<file path="config.mk">
export PLATFORM = sky130hd
export DESIGN_NAME = player_sprite_pixel_pipe
export DESIGN_NICKNAME = d
export VERILOG_FILES = /design/src/rtl/player_sprite_pixel_pipe.sv
export SDC_FILE = /design/constraint.sdc
export NUM_CORES = 1
export LEC_CHECK = 0
export CELL_PAD_IN_SITES_DETAIL_PLACEMENT = 0
export CELL_PAD_IN_SITES_GLOBAL_PLACEMENT = 1
export CORE_MARGIN = 8
export CORE_UTILIZATION = 41
export CTS_CLUSTER_DIAMETER = 80
export DETAILED_ROUTE_END_ITERATION = 8
export GPL_ROUTABILITY_DRIVEN = 0
export HOLD_SLACK_MARGIN = 0.15
export PLACE_DENSITY_LB_ADDON = 0.1
export REMOVE_ABC_BUFFERS = 1
export SYNTH_ARGS = -nofsm -noshare
export SYNTH_HDL_FRONTEND = slang
export SYNTH_SLANG_ARGS = --single-unit
</file>
<file path="constraint.sdc">
create_clock -name Clk -period 2.6 [get_ports Clk]
set_clock_uncertainty 0.15 [all_clocks]
set_input_delay 0.52 -clock Clk [delete_from_list [all_inputs] [get_ports Clk]]
set_output_delay 0.52 -clock Clk [all_outputs]
set_load 0.02 [all_outputs]
</file>
<file path="src/rtl/player_sprite_pixel_pipe.sv">
// Player sprite pixel pipeline: sprite ROM fetch, 16-entry palette decode,
// transparency and hit-flash blanking, with coordinates kept aligned to RGB.
// Latency from playerOn/spriteAddress/DrawX/DrawY to outputs is ROM_LAT+2 Clk.
// Optional feature: define PLAYER_HIT_FLASH_EN to build the hit-flash sequencer;
// without it hit/frameStart are ignored and the player is never blanked.
//
// Flash sequencer states:
//   state      | meaning
//   IDLE       | no flash in progress, sprite drawn normally
//   HIDDEN     | flash active, sprite pixels suppressed this half-period
//   VISIBLE    | flash active, sprite pixels drawn this half-period
module player_sprite_pixel_pipe #(
  parameter int         ADDR_W          = 21,
  parameter int         IDX_W           = 4,
  parameter int         ROM_LAT         = 2,
  parameter int         TRANSPARENT_IDX = 0,
  parameter logic [7:0] FLASH_FRAMES    = 8'd60,
  parameter logic [7:0] FLASH_PERIOD    = 8'd4
) (
  input  logic              Clk,
  input  logic              Reset_n,
  input  logic              playerOn,
  input  logic [ADDR_W-1:0] spriteAddress,
  input  logic [9:0]        DrawX,
  input  logic [9:0]        DrawY,
  input  logic              frameStart,
  input  logic              hit,
  output logic [ADDR_W-1:0] rom_addr,
  input  logic [IDX_W-1:0]  rom_data,
  output logic              pixelValid,
  output logic [7:0]        Red,
  output logic [7:0]        Green,
  output logic [7:0]        Blue,
  output logic [9:0]        DrawX_o,
  output logic [9:0]        DrawY_o,
  output logic              flashing
);

  logic hide;

`ifdef PLAYER_HIT_FLASH_EN
  localparam logic [1:0] ST_IDLE    = 2'd0;
  localparam logic [1:0] ST_HIDDEN  = 2'd1;
  localparam logic [1:0] ST_VISIBLE = 2'd2;

  logic [1:0] flashState;
  logic [7:0] framesLeft;
  logic [7:0] phase;

  // Flash sequencer: hit (re)starts the blink; frameStart counts frames down
  always_ff @(posedge Clk or negedge Reset_n) begin
    if (!Reset_n) begin
      flashState <= ST_IDLE;
      framesLeft <= 8'd0;
      phase      <= 8'd0;
    end else if (hit) begin
      flashState <= ST_HIDDEN;
      framesLeft <= FLASH_FRAMES;
      phase      <= FLASH_PERIOD;
    end else if (frameStart && (flashState != ST_IDLE)) begin
      framesLeft <= framesLeft - 8'd1;
      if (framesLeft == 8'd1) begin
        // running out of frames wins over a coincident half-period toggle
        flashState <= ST_IDLE;
        phase      <= 8'd0;
      end else if (phase == 8'd1) begin
        flashState <= (flashState == ST_HIDDEN) ? ST_VISIBLE : ST_HIDDEN;
        phase      <= FLASH_PERIOD;
      end else begin
        phase <= phase - 8'd1;
      end
    end
  end

  assign hide     = (flashState == ST_HIDDEN);
  assign flashing = (flashState != ST_IDLE);
`else
  logic [17:0] unusedFlashIn;
  assign unusedFlashIn = {hit, frameStart, FLASH_FRAMES, FLASH_PERIOD};
  assign hide          = 1'b0;
  assign flashing      = 1'b0;
`endif

  logic       onA;
  logic       hideA;
  logic [9:0] xA;
  logic [9:0] yA;

  // Stage A: launch ROM address and capture pixel context (hide sampled here)
  always_ff @(posedge Clk or negedge Reset_n) begin
    if (!Reset_n) begin
      rom_addr <= '0;
      onA      <= 1'b0;
      hideA    <= 1'b0;
      xA       <= 10'd0;
      yA       <= 10'd0;
    end else begin
      if (playerOn) rom_addr <= spriteAddress;
      onA   <= playerOn;
      hideA <= hide;
      xA    <= DrawX;
      yA    <= DrawY;
    end
  end

  logic       onB   [ROM_LAT];
  logic       hideB [ROM_LAT];
  logic [9:0] xB    [ROM_LAT];
  logic [9:0] yB    [ROM_LAT];

  // Stage B: delay pixel context by the ROM latency so it meets rom_data
  always_ff @(posedge Clk or negedge Reset_n) begin
    if (!Reset_n) begin
      for (int i = 0; i < ROM_LAT; i++) begin
        onB[i]   <= 1'b0;
        hideB[i] <= 1'b0;
        xB[i]    <= 10'd0;
        yB[i]    <= 10'd0;
      end
    end else begin
      onB[0]   <= onA;
      hideB[0] <= hideA;
      xB[0]    <= xA;
      yB[0]    <= yA;
      for (int i = 1; i < ROM_LAT; i++) begin
        onB[i]   <= onB[i-1];
        hideB[i] <= hideB[i-1];
        xB[i]    <= xB[i-1];
        yB[i]    <= yB[i-1];
      end
    end
  end

  function automatic logic [23:0] paletteLookup(input logic [IDX_W-1:0] idx);
    logic [23:0] rgb;
    case (32'(idx))
      0:       rgb = 24'h000000;
      1:       rgb = 24'hFFFFFF;
      2:       rgb = 24'hFF0000;
      3:       rgb = 24'h00FF00;
      4:       rgb = 24'h0000FF;
      5:       rgb = 24'hFFD700;
      6:       rgb = 24'h8B4513;
      7:       rgb = 24'hFFA500;
      8:       rgb = 24'h808080;
      9:       rgb = 24'hC0C0C0;
      10:      rgb = 24'h00FFFF;
      11:      rgb = 24'h800080;
      12:      rgb = 24'hFFC0CB;
      13:      rgb = 24'h006400;
      14:      rgb = 24'h202020;
      15:      rgb = 24'hF5DEB3;
      default: rgb = 24'hFF00FF; // out-of-table index: loud magenta for debug
    endcase
    return rgb;
  endfunction

  logic        opaque;
  logic [23:0] palRgb;

  assign palRgb = paletteLookup(rom_data);
  assign opaque = onB[ROM_LAT-1] && (rom_data != IDX_W'(TRANSPARENT_IDX)) && !hideB[ROM_LAT-1];

  // Stage C: register decoded colour; colour is forced black when not drawn
  always_ff @(posedge Clk or negedge Reset_n) begin
    if (!Reset_n) begin
      pixelValid <= 1'b0;
      Red        <= 8'd0;
      Green      <= 8'd0;
      Blue       <= 8'd0;
      DrawX_o    <= 10'd0;
      DrawY_o    <= 10'd0;
    end else begin
      pixelValid         <= opaque;
      {Red, Green, Blue} <= opaque ? palRgb : 24'h000000;
      DrawX_o            <= xB[ROM_LAT-1];
      DrawY_o            <= yB[ROM_LAT-1];
    end
  end

endmodule

</file>
==> impl_metrics.py, run 1 <==
metrics = {
    "logic_synthesis": {
        "ys_warn_count": 0,
        "ys_seq_area_frac": 0.7942,
        "synth_top_cell_by_area": "dfrtp_1",
        "netlist_instances": 236,
        "avgSynthCellArea_um2": 16.69,
        "synth_cell_type_count": 27,
        "syn_area_mm2": 0.003939,
        "synthTopCellsByArea": "dfrtp_1, mux2_2, ha_1, a311oi_1, a21oi_1",
        "synth_top_area_frac": 0.7942,
        "synth-seq-cells": 125,
    },
    "timing": {
        "post-route-period-util": 0.8313,
        "setup-tns-final_ns": 0,
        "finalSetupViolCount": 0,
        "max_freq_mhz": 462.7,
        "finalMaxSlewViolations": 0,
        "relSlewSlack": 0.6475,
        "worstMarginPinSlew_ns": 0.5287,
        "fin_crit_ns": 2.161,
        "finalHoldViolations": 0,
        "grt_setup_unrepaired": "no",
    },
    "global_routing": {
        "grt_pass1_wl_mm": 12.68,
        "track_usage": 0.1290,
        "globalRouteOverflowTotal": 0,
        "antenna_found_initial": 0,
        "grt_pass1_vias": 2480,
        "grt_max_degree": 64,
    },
    "cells_and_area": {
        "n_antenna_cell": 0,
        "nets": 424,
        "drive_above_1_share": 0.1689,
        "fin_cells": 508,
        "design_area_mm2": 0.005834,
        "fin_util": 0.6284,
        "area_delta_synth_final_pct": 48.13,
        "fill_cells": 750,
    },
    "run_status": {
        "status": "complete, no violations",
    },
    "placement": {
        "dp_hpwl_mm": 5.304,
        "port-buffer-count": 113,
        "dp.cells": 475,
        "post_dp_cell_area_mm2": 0.005236,
    },
    "clock_network": {
        "cts.sinks": 125,
        "cts_tree": "done",
        "h-tree-depth": 4,
        "clk_pin_slew_ns": 0.06,
        "postCtsSetupRepairBufs": 0,
        "numCtsBuffers": 17,
        "clockBufferDepth": 2,
        "root_buffer": "clkbuf_8",
        "clk_latency_ns": 0.49,
    },
    "worst_setup_path": {
        "end_kind": "primary output",
        "crit_type": "reg2out",
        "critPathRequiredTime_ns": 1.93,
        "worstSetupStartpointType": "register",
        "cp_top_family": "buffers and inverters",
        "critical_path.max_fanout": 2,
        "cp_num_buf_inv": 1,
        "crit_path_cell_trace": "clkdlybuf4s50_1",
        "slowest_delay_ns": 0.63,
        "cpMaxStageDelayCell": "clkdlybuf4s50_1",
        "arrival_ns": 1.49,
    },
    "floorplan": {
        "die_width_um": 114.0,
        "io_pins": 117,
        "coreArea_mm2": 0.009284,
        "rows": 35,
        "die-area_mm2": 0.01300,
        "die_y_um": 114.0,
        "start_util": 0.4243,
    },
    "detailed_routing": {
        "first_pass_iters": 4,
        "routed_wl_mm": 7.808,
        "via_per_inst": 4.423,
        "wl_per_cell_um": 15.37,
        "drc": 0,
        "drtIter0Drc": 70,
        "via_count": 2247,
        "postRouteAntennaNets": 0,
    },
    "pwr": {
        "ir_drop_mv": 0.4746,
        "p_leak_nw": 2.559,
        "cellPowerDensity_mw_per_mm2": 844.2,
        "total_power_w": 0.004925,
    },
    "run": {
        "max-cap-violations": 0,
    },
    "worst_hold_path": {
        "hold_class": "reg2reg",
    },
}
[cell type report]
| class | instances | area [um^2] | area share |
|---|---|---|---|
| timing repair buffer | 124 | 1226 | 0.2102 |
| sequential | 125 | 3128 | 0.5361 |
| clock buffer | 17 | 414.1 | 0.07098 |
| inverter | 7 | 26.28 | 0.004504 |
| multi-input combinational | 91 | 704.4 | 0.1207 |
| clock inverter | 15 | 173.9 | 0.02981 |
| tap | 129 | 161.4 | 0.02766 |
[through the flow]
stage	setup slack, ns	hold slack (ns)
6_report	0.4387	0.1928
5_1_grt	0.3799	0.1931
4_1_cts	0.3999	0.1948
3_5_place_dp	0.1233	0.1847
3_3_place_gp	0.1502	0.1820
2_1_floorplan	0.4869	0.07441
[final timing paths]
kind	from	cells past startpoint	slack [ns]	end
min in group asynchronous	Reset_n	2	0.39	DrawY_o[9]
min	xB[2]	0	0.19	DrawX_o[2]
min reg2reg	xB[2]	0	0.19	DrawX_o[2]
max reg2reg	onB[0]	3	1.37	Red[4]
max	Red[3]	1	0.44	Red[1]
max in group asynchronous	Reset_n	3	1.19	xB[11]
[logic make-up after synthesis]
| logic type | Yosys count | share of synthesized area |
|---|---|---|
| AO/OA/AOI/OAI | 32 | 0.05336 |
| adder cells (fa/ha/maj) | 8 | 0.02541 |
| buffers and inverters | 20 | 0.02700 |
| flip-flops | 125 | 0.7942 |
| multiplexers | 22 | 0.06258 |
| other | 1 | 0.0009521 |
| AND/OR/NAND/NOR | 28 | 0.03653 |
[sequential cells by signal, summed over array words and instances, names as in the netlist]
| name | flops |
|---|---|
| rom_addr | 21 |
| xB | 20 |
| yB | 20 |
| DrawX_o | 10 |
| DrawY_o | 10 |
| xA | 10 |
| yA | 10 |
| Blue | 7 |
| Green | 7 |
| Red | 6 |
| onB | 2 |
| onA | 1 |
| pixelValid | 1 |
[Yosys cell counts]
| master | count |
|---|---|
| dfrtp_1 | 125 |
| mux2_2 | 21 |
| a21oi_1 | 9 |
| ha_1 | 8 |
| nand2_1 | 8 |
| buf_2 | 7 |
| inv_1 | 7 |
| a311oi_1 | 6 |
| buf_4 | 6 |
| nand2b_1 | 5 |
| o21ai_0 | 5 |
| nor3_1 | 4 |
| a211oi_1 | 3 |
| nor2_1 | 3 |
| o211ai_1 | 3 |
| a21boi_0 | 2 |
| a31oi_1 | 2 |
| and2_1 | 2 |
| nor2b_1 | 2 |
| a21o_1 | 1 |
| and2b_1 | 1 |
| conb_1 | 1 |
| mux2i_1 | 1 |
| nand3_1 | 1 |
| nand4_1 | 1 |
| nor3b_1 | 1 |
| o31ai_1 | 1 |
[cell usage in the layout, fill, tap and decap left out, drive strengths merged]
| cell type | netlist | routed |
|---|---|---|
| clkdlybuf4s50 | 0 | 112 |
| dfrtp | 125 | 125 |
| nor2b | 2 | 2 |
| and2 | 2 | 2 |
| inv | 7 | 16 |
| nor3 | 4 | 4 |
| a31oi | 2 | 2 |
| nand4 | 1 | 1 |
| ha | 8 | 8 |
| clkinv | 0 | 3 |
| clkinvlp | 0 | 1 |
| nand2 | 8 | 8 |
| a311oi | 6 | 6 |
| buf | 13 | 11 |
| o31ai | 1 | 1 |
| dlygate4sd3 | 0 | 1 |
| mux2i | 1 | 1 |
| nand2b | 5 | 5 |
| bufinv | 0 | 2 |
| a211oi | 3 | 3 |
| conb | 1 | 1 |
| nor2 | 3 | 3 |
| clkbuf | 0 | 17 |
| nand3 | 1 | 1 |
| a21o | 1 | 1 |
| nor3b | 1 | 1 |
| mux2 | 21 | 21 |
| a21boi | 2 | 2 |
| o211ai | 3 | 3 |
| o21ai | 5 | 5 |
| a21oi | 9 | 9 |
| and2b | 1 | 1 |
[per-layer routing]
metal	vias up	track usage	part of all wire
met5	-	0	0
met4	0	0.06477	0.0059
met3	4	0.06233	0.097
met2	71	0.1853	0.45
met1	1116	0.1582	0.44
li1	1056	-	-
[report_power, final]
| part | internal, W | total (W) | switching (W) |
|---|---|---|---|
| logic | 0.000258 | 0.000513 | 0.000255 |
| registers | 0.00207 | 0.00211 | 0.0000404 |
| clock network | 0.00140 | 0.00231 | 0.000906 |
[timing repair]
| item | in CTS | in global routing |
|---|---|---|
| resized for setup | 0 | 0 |
| hold buffers | 1 | 0 |
| setup endpoints to repair | 0 | 0 |
| endpoints found under the hold margin | 40 | 0 |
(Power assumes the default switching activity.)
==> inputs of run 2 (changes only) <==
--- a/config.mk
+++ b/config.mk
@@ -8,7 +8,7 @@
 export CELL_PAD_IN_SITES_DETAIL_PLACEMENT = 0
 export CELL_PAD_IN_SITES_GLOBAL_PLACEMENT = 1
 export CORE_MARGIN = 8
-export CORE_UTILIZATION = 41
+export CORE_UTILIZATION = 34
 export CTS_CLUSTER_DIAMETER = 80
 export DETAILED_ROUTE_END_ITERATION = 8
 export GPL_ROUTABILITY_DRIVEN = 0
==> constraint.sdc (replaced) <==
create_clock -name Clk -period 1.75 [get_ports Clk]
set_clock_uncertainty 0.15 [all_clocks]
set_input_delay 0.35 -clock Clk [delete_from_list [all_inputs] [get_ports Clk]]
set_output_delay 0.35 -clock Clk [all_outputs]
set_load 0.02 [all_outputs]
==> impl_metrics.py, run 2 (synthesis results as in run 1) <==
metrics = {
    "timing": {
        "finalHoldViolations": 0,
        "finalMaxSlewViolations": 0,
        "holdWs_ns": 0.1926,
        "finalSetupViolCount": 0,
        "fin_crit_ns": 1.662,
        "post-route-period-util": 0.9496,
        "grt_setup_unrepaired": "yes",
        "max_freq_mhz": 601.7,
    },
    "worst_setup_path": {
        "slowest_delay_ns": 0.48,
        "crit_type": "in2reg",
        "worstSetupStartpointType": "input pin",
        "critPathRequiredTime_ns": 1.88,
        "cp_top_family": "buffers and inverters",
        "arrival_ns": 1.79,
        "crit_path_cell_trace": "clkdlybuf4s50_1 > inv_1 > buf_4 > ha_1 > nand2b_1 > a21oi_1 > nor3_1",
        "cpMaxStageDelayCell": "clkdlybuf4s50_1",
        "critical_path.max_fanout": 5,
        "end_kind": "register",
        "cp_num_buf_inv": 3,
    },
    "pwr": {
        "cellPowerDensity_mw_per_mm2": 1180,
        "p_clk_frac": 0.445,
        "p_sw_frac": 0.2440,
        "seqPwrFrac": 0.450,
        "p_leak_nw": 2.762,
        "pwr-share-comb": 0.105,
        "p_switching_w": 0.001695,
        "intPower_w": 0.005252,
        "total_power_w": 0.006947,
        "ir_drop_mv": 0.8051,
    },
    "cells_and_area": {
        "design_area_mm2": 0.005889,
        "max_flop_register": "rom_addr",
        "n_antenna_cell": 0,
        "final_cell_mix": "dfrtp_1, dlygate4sd2_1, clkdlybuf4s50_1",
        "fin_cells": 540,
        "nets": 442,
        "largest_reg_flops": 21,
        "area_delta_synth_final_pct": 49.52,
        "layout_commonest_cell": "dfrtp_1",
        "reg_top3": "rom_addr x21, xB x20, yB x20",
        "fin_util": 0.5180,
        "drive_above_1_share": 0.2065,
    },
    "global_routing": {
        "globalRouteOverflowTotal": 0,
        "antenna_found_initial": 0,
        "grt_max_degree": 57,
        "track_usage": 0.1157,
        "grt_pass1_wl_mm": 12.99,
        "grt_pass1_vias": 2545,
    },
    "detailed_routing": {
        "drtIter0Drc": 113,
        "via_per_inst": 4.319,
        "wl_per_cell_um": 15.19,
        "routed_wl_mm": 8.202,
        "drc": 0,
        "via_count": 2332,
        "first_pass_iters": 4,
        "postRouteAntennaNets": 0,
    },
    "floorplan": {
        "rows": 39,
        "die_y_um": 123.6,
        "die-area_mm2": 0.01528,
        "die_width_um": 123.6,
        "start_util": 0.3464,
        "io_pins": 117,
        "coreArea_mm2": 0.01137,
    },
    "run_status": {
        "status": "complete, no violations",
    },
    "clock_network": {
        "clockBufferDepth": 2,
        "clk_pin_slew_ns": 0.05,
        "postCtsSetupRepairBufs": 0,
        "cts_tree": "done",
        "clk_latency_ns": 0.40,
        "cts.sinks": 125,
        "h-tree-depth": 4,
        "numCtsBuffers": 17,
        "root_buffer": "clkbuf_16",
    },
    "run": {
        "max-cap-violations": 0,
    },
    "worst_hold_path": {
        "hold_class": "reg2reg",
    },
    "placement": {
        "dp.cells": 506,
        "dp_hpwl_mm": 5.753,
        "port-buffer-count": 113,
        "post_dp_cell_area_mm2": 0.005406,
    },
}
## run 2: changes by cell type in the layout (fill, tap and decap cells not counted), moves of 2 or more
cell,previous run,this run
clkinv_2,1,4
clkinvlp_4,1,5
dlygate4sd2_1,0,66
inv_8,2,0
buf_4,10,25
clkdlybuf4s50_1,112,46
buf_12,1,3
inv_6,7,2
bufinv_16,2,0
## run 2: cell type report
type                            instances  area (um^2)
Clock buffer                           19        442.9
Multi-Input combinational cell         91        714.4
Fill cell                            1011         5480
Timing Repair Buffer                  142         1306
Inverter                                7        26.28
Clock inverter                         13        92.59
Sequential cell                       125         3128
Tap cell                              143        178.9
## run 2: worst paths after layout
check                             from       to  slack, ns  cells after the start
max in group asynchronous      Reset_n   xB[12]       0.39                      3
setup reg to reg                onB[0]   Red[4]       0.57                      3
min in group asynchronous      Reset_n    yA[3]       0.34                      3
hold / removal                   xA[6]   xB[16]       0.19                      0
hold reg to reg                  xA[6]   xB[16]       0.19                      0
setup / recovery           rom_data[0]  Blue[4]       0.09                      7
## run 2: timing repair
action / in CTS / in global routing
endpoints found under the setup margin: 66 / 4
pin swaps: 0 / 0
hold endpoints to repair: 125 / 0
hold buffers: 2 / 0
cloned: 0 / 0
resized for setup: 66 / 4
## run 2: through the flow
step,setup slack [ns],TNS [ns]
floorplan,-0.1931,-2.080
global placement,-0.3233,-6.012
detailed placement,-0.3608,-6.157
CTS,0.06176,0
global route,-0.02550,-0.02740
finish,0.08816,0
## run 2: power groups by stage
stage / sequential, W / clock, W / combinational (W)
2_1_floorplan: 0.00332 / 0 / 0.000135
3_3_place_gp: 0.00318 / 0 / 0.000815
3_5_place_dp: 0.00319 / 0 / 0.000816
4_1_cts: 0.00313 / 0.00320 / 0.000742
5_1_grt: 0.00315 / 0.00334 / 0.000792
6_report: 0.00313 / 0.00309 / 0.000728
## run 2: metal layers
| metal | track usage | up-vias | routed length, um |
|---|---|---|---|
| met1 | 0.1346 | 1152 | 3429 |
| met3 | 0.06709 | 13 | 906 |
| met5 | 0 | - | 0 |
| met4 | 0.06772 | 0 | 165 |
| met2 | 0.1630 | 80 | 3700 |
| li1 | - | 1087 | - |
